<file path="src/rtl/alu_op_sequencer.sv">
// Issue side of the ALUOp interface: maps opcode/funct to an ALUOp code and holds it per op.
// Latency: ISSUE one cycle after start, COMPLETE after 1 or 2 held cycles, ERR one cycle after start.
// Backpressure: start is ignored while busy; a start seen in IDLE/COMPLETE/ERR launches the next op.
module alu_op_sequencer (
  input  logic       clk,
  input  logic       reset,
  input  logic       start,
  input  logic [5:0] opcode,
  input  logic [5:0] funct,
  input  logic       zero,
  input  logic       lt,
  input  logic       gt,
  input  logic       UC_control,
  input  logic [1:0] UC_op,
  output logic [3:0] ALUOp,
  output logic       busy,
  output logic       done,
  output logic       alu_out_write,
  output logic       branch_taken,
  output logic       illegal,
  output logic       proto_err
);

  localparam logic [3:0] NO_OP     = 4'd0;
  localparam logic [3:0] ADD       = 4'd1;
  localparam logic [3:0] SUB       = 4'd2;
  localparam logic [3:0] AND_OP    = 4'd3;
  localparam logic [3:0] SHIFT_L1  = 4'd5;
  localparam logic [3:0] SHIFT_L2  = 4'd6;
  localparam logic [3:0] SHIFT_R   = 4'd7;
  localparam logic [3:0] SHIFT_RA1 = 4'd8;
  localparam logic [3:0] SHIFT_RA2 = 4'd9;
  localparam logic [3:0] SLTI      = 4'd10;
  localparam logic [3:0] BEQ       = 4'd11;
  localparam logic [3:0] BNE       = 4'd12;
  localparam logic [3:0] BLE       = 4'd13;
  localparam logic [3:0] BGT       = 4'd14;
  localparam logic [3:0] LUI       = 4'd15;

  typedef enum logic [2:0] {
    S_IDLE,
    S_ISSUE,
    S_HOLD,
    S_COMPLETE,
    S_ERR
  } state_t;

  state_t     state_q;
  logic [3:0] aluop_q;
  logic [3:0] code_q;
  logic       hold2_q;
  logic       busy_q;
  logic       done_q;
  logic       illegal_q;

  logic [3:0] dec_code;
  logic       dec_illegal;
  logic       dec_hold2;
  logic       is_branch;
  logic       in_complete;
  logic       cond_true;

  // Instruction decode of the currently presented opcode/funct.
  always_comb begin
    dec_code    = NO_OP;
    dec_illegal = 1'b0;
    if (opcode == 6'h00) begin
      case (funct)
        6'h20:   dec_code = ADD;
        6'h22:   dec_code = SUB;
        6'h24:   dec_code = AND_OP;
        6'h00:   dec_code = SHIFT_L1;
        6'h02:   dec_code = SHIFT_R;
        6'h03:   dec_code = SHIFT_RA1;
        6'h04:   dec_code = SHIFT_L2;
        6'h07:   dec_code = SHIFT_RA2;
        default: dec_illegal = 1'b1;
      endcase
    end else begin
      case (opcode)
        6'h08, 6'h23, 6'h2B: dec_code = ADD;
        6'h0A:   dec_code = SLTI;
        6'h04:   dec_code = BEQ;
        6'h05:   dec_code = BNE;
        6'h06:   dec_code = BLE;
        6'h07:   dec_code = BGT;
        6'h0F:   dec_code = LUI;
        default: dec_illegal = 1'b1;
      endcase
    end
    // Load-then-shift ops need the decoder to see the code for two cycles.
    dec_hold2 = (dec_code == SHIFT_L1) || (dec_code == SHIFT_R) ||
                (dec_code == SHIFT_RA1) || (dec_code == LUI);
  end

  // Sequencer FSM with registered ALUOp/busy/done/illegal.
  always_ff @(posedge clk) begin
    if (reset) begin
      state_q   <= S_IDLE;
      aluop_q   <= NO_OP;
      code_q    <= NO_OP;
      hold2_q   <= 1'b0;
      busy_q    <= 1'b0;
      done_q    <= 1'b0;
      illegal_q <= 1'b0;
    end else begin
      done_q    <= 1'b0;
      illegal_q <= 1'b0;
      case (state_q)
        S_IDLE, S_COMPLETE, S_ERR: begin
          if (start) begin
            code_q  <= dec_code;
            hold2_q <= dec_hold2;
            if (dec_illegal) begin
              state_q   <= S_ERR;
              aluop_q   <= NO_OP;
              busy_q    <= 1'b0;
              done_q    <= 1'b1;
              illegal_q <= 1'b1;
            end else begin
              state_q <= S_ISSUE;
              aluop_q <= dec_code;
              busy_q  <= 1'b1;
            end
          end else begin
            state_q <= S_IDLE;
            aluop_q <= NO_OP;
            busy_q  <= 1'b0;
          end
        end
        S_ISSUE: begin
          if (hold2_q) begin
            state_q <= S_HOLD;
          end else begin
            state_q <= S_COMPLETE;
            aluop_q <= NO_OP;
            busy_q  <= 1'b0;
            done_q  <= 1'b1;
          end
        end
        S_HOLD: begin
          state_q <= S_COMPLETE;
          aluop_q <= NO_OP;
          busy_q  <= 1'b0;
          done_q  <= 1'b1;
        end
        default: begin
          state_q <= S_IDLE;
          aluop_q <= NO_OP;
          busy_q  <= 1'b0;
        end
      endcase
    end
  end

  // Completion strobes: flags and decoder feedback are only valid in COMPLETE, so they are
  // state-decoded from live inputs there rather than registered a cycle early.
  always_comb begin
    in_complete = (state_q == S_COMPLETE);
    is_branch   = (code_q >= BEQ) && (code_q <= BGT);
    case (UC_op)
      2'b00:   cond_true = zero;
      2'b01:   cond_true = ~zero;
      2'b10:   cond_true = lt | zero;
      default: cond_true = gt;
    endcase
  end

  assign ALUOp         = aluop_q;
  assign busy          = busy_q;
  assign done          = done_q;
  assign illegal       = illegal_q;
  assign proto_err     = in_complete & (UC_control != is_branch);
  assign alu_out_write = in_complete & ~is_branch & ~UC_control;
  assign branch_taken  = in_complete & is_branch & UC_control & cond_true;

endmodule

</file>
<file path="config.mk">
export PLATFORM = sky130hd
export DESIGN_NAME = alu_op_sequencer
export DESIGN_NICKNAME = d
export VERILOG_FILES = /design/src/rtl/alu_op_sequencer.sv
export SDC_FILE = /design/constraint.sdc
export NUM_CORES = 1
export LEC_CHECK = 0
export CORE_ASPECT_RATIO = 0.8
export CORE_MARGIN = 3
export CORE_UTILIZATION = 37
export CTS_CLUSTER_DIAMETER = 80
export DETAILED_ROUTE_END_ITERATION = 8
export PLACE_DENSITY = 0.62
export SLEW_MARGIN = 20
export SYNTH_ARGS = -nofsm -noshare
export SYNTH_HDL_FRONTEND = slang
export SYNTH_SLANG_ARGS = --single-unit
</file>
<file path="constraint.sdc">
create_clock -name clk -period 4.3 [get_ports clk]
set_input_delay 0.86 -clock clk [delete_from_list [all_inputs] [get_ports clk]]
set_output_delay 0.86 -clock clk [all_outputs]
set_load 0.02 [all_outputs]
</file>
==> run metrics, run 1 <==
DRC viols=0; detailed router's first-iteration violation count=58; worst rel slew slack=61.7%; Leak=0.000479 uW; initial antenna violation count=0; final WL=2430 um; post-DP HPWL=1870 um; ys flop type=dfxtp_1; grt total ovfl=0; Area growth syn-to-layout=31.0%; post-synth top area cell=dfxtp_1; TritonRoute pass-1 iters=4; fill count=256; Tmin final=3400 ps; CP startpoint=UC_op[0]; CTS resizes=0; Least-Margin Pin Slew=573 ps; grt peak-use layer=met1; Ports=31; RR Endpoint=hold2_q; hold path start=ALUOp[3]; synthesized flop and latch total=15; wire per inst=12.8 um; worst setup margin=900 ps; worst slack at placement=871 ps; CP Max Fanout=3; RSZ-0062 raised after global routing=false; Die ar.=3440 sq um; critical path capture point type=output port; top post-synthesis cells by count=nand2_1 (19), dfxtp_1 (15), nor2_1 (12); ys async rst share=0%; met1 GRT Util=22.8%; flop2flop setup slack=2580 ps; Synth warnings=0; cells on worst reg2reg path=5; root buf cell=clkbuf_4; RePlAce Congestion=0.893; crit path launch type=primary input; cts hold-fix bufs=0; kind of critical path=in -> out; register area=300 sq um; Port-buffer cells=30; reg-to-reg startpoint=state_q[0]; Hold Fails Final Rpt=0; vias in the first global route=832; hold path endpoint=ALUOp[3]; Die Height=53.1 um; share of layout cells above drive strength 1=7.19%; clock sink count=15; Max H-tree Level=1; Synth area leaders=dfxtp_1 (29%), nand2_1 (7.0%), a21oi_1 (4.9%); Netlist cell types=47; sequential area share after synthesis=29.3%; HP Class=reg -> reg; initial core utilization=40.4%; Setup TNS=0 ps; count leader, synth=nand2_1; f_max=294 MHz; GR Util met2=20.7%; fin. max-slew vios=0; Synth Instances=126; share of the clock period used by the worst path after layout=79.1%; share of the synthesized area in the top cell type=29.3%; outcome=completed; Via density=5.28; average cell area after synthesis=8.14 sq um; CTS tree=done; EDFF count, synth=0; Post-CTS Setup Inserts=0; met3 usage in global routing=4.25%; Max-cap violations=0; worst skew pair latency=280 ps; ANT nets after route=0; detailed-route via count=997; maximum vdd drop=167 uV; Synthesized Nets=147; post-layout util=52.9%; Die X=64.9 um; critical path arrival=2540 ps; Antenna Cells=0; CTS max path bufs=2; nets=175; GR Util All Layers=15.0%; CORE AREA=2540 sq um; clk_skew=6.01 ps; Multi-input gate area=664 sq um; Crit path required time=3440 ps; first-pass GRT wire length=4020 um; Power Density=239 nW/um^2; final setup violation count=0; clock-pin slew on the worst setup and hold paths=80 ps; largest net degree at the start of global routing=16; CTS Buf Count=3; placed cells=185; synthesized area=1030 sq um; Rows=16; hold path cells=2; Layout Cells excl Fill=189
-- worst max-delay path by stage --
| stage | endpoint | slack, ps | cells after the start |
|---|---|---|---|
| finish | branch_taken | 900 | 6 |
| global placement | branch_taken | 930 | 5 |
| global route | branch_taken | 760 | 6 |
| CTS | branch_taken | 880 | 6 |
| detailed placement | branch_taken | 870 | 6 |
| floorplan | branch_taken | 1530 | 4 |
-- sequential cells by signal, summed over array words and instances, names as in the netlist --
| signal | cells |
|---|---|
| state_q | 3 |
| code_q | 4 |
| busy | 1 |
| hold2_q | 1 |
| ALUOp | 4 |
| illegal | 1 |
| done | 1 |
-- cell usage in the layout (no fill, tap or decap), types with 2 or more instances in the layout --
| cell | Yosys | routed |
|---|---|---|
| clkbuf_4 | 0 | 3 |
| dfxtp_1 | 15 | 15 |
| nor2_1 | 12 | 12 |
| nor2b_1 | 2 | 2 |
| a21o_1 | 2 | 2 |
| xor2_1 | 2 | 2 |
| clkdlybuf4s50_1 | 0 | 30 |
| nand3b_1 | 2 | 2 |
| nand2b_1 | 3 | 3 |
| mux2i_1 | 3 | 3 |
| o21ai_0 | 4 | 4 |
| a21oi_1 | 10 | 10 |
| xnor2_1 | 3 | 3 |
| nand4_1 | 3 | 3 |
| nor4_1 | 3 | 3 |
| nand3_1 | 5 | 5 |
| nand2_1 | 19 | 19 |
| nor3_1 | 3 | 3 |
| nor3b_1 | 2 | 2 |
-- power breakdown --
| group | switching (uW) | internal, uW | leakage (uW) | total (uW) |
|---|---|---|---|---|
| clock | 42.0 | 36.0 | 0.0000150 | 77.9 |
| sequential | 5.58 | 147 | 0.000122 | 152 |
| combinational | 46.2 | 45.2 | 0.000342 | 91.4 |
-- critical path: stages --
cell,delay [ps]
clkdlybuf4s50_1,510
nand2b_1,60
mux2i_1,120
a21oi_1,50
nor4b_1,280
clkdlybuf4s50_1,650
-- through the flow --
step / cell area, sq um / power [uW] / hold WS [ps]
after floorplan: 1030 / 212 / 426
after global placement: 1320 / 245 / 435
after detailed placement: 1320 / 246 / 442
after CTS: 1340 / 325 / 460
after global routing: 1340 / 344 / 482
final: 1340 / 322 / 455
-- cell families (layout without fill, tap and decap cells) --
family	after synthesis	in the layout	share of synthesized area, %
xor gates and xnor gates	5	5	4.27
AOI/OAI and AO/OA	28	28	20.4
buffers and inverters	9	36	5.97
DFF	15	15	29.3
and+or+nand+nor	64	64	35.1
adders and majority gates	1	1	0.976
muxes	4	4	4.02
-- routing by layer --
layer,up-vias,routed length (um)
met1,456,1250
met5,-,0
met4,0,0
met3,0,188
li1,509,-
met2,32,988
-- area by class of cell --
cell class                      instances  area share (%)
Multi-Input combinational cell        102            49.4
Sequential cell                        15            22.3
Timing Repair Buffer                   30            22.3
Tap cell                               36            3.35
Clock buffer                            4            1.96
Inverter                                2           0.559
No activity file was read; power rests on OpenSTA's default activity.
==> run 2, diff against run 1 <==
clock period = 3.28 ns   (was 4.3 ns; I/O delays follow)
==> results of run 2 <==
The final DEF is identical to that of run 1. Status: completed.
Among the figures that moved: setup slack after placement 871 ps -> 259 ps; setup slack after layout 900 ps -> 288 ps; register-to-register setup slack 2580 ps -> 1560 ps; total power 322 uW -> 422 uW; worst IR drop on VDD 167 uV -> 219 uV
==> run 3, diff against run 2 <==
ABC_CLOCK_PERIOD_IN_PS = 3280   (was not set)
HOLD_SLACK_MARGIN = 0.15   (was not set)
==> results of run 3 <==
The final DEF is identical to that of run 1. Status: completed.
Among the figures that moved: setup slack after placement 871 ps -> 259 ps; setup slack after layout 900 ps -> 288 ps; register-to-register setup slack 2580 ps -> 1560 ps; total power 322 uW -> 422 uW; worst IR drop on VDD 167 uV -> 219 uV
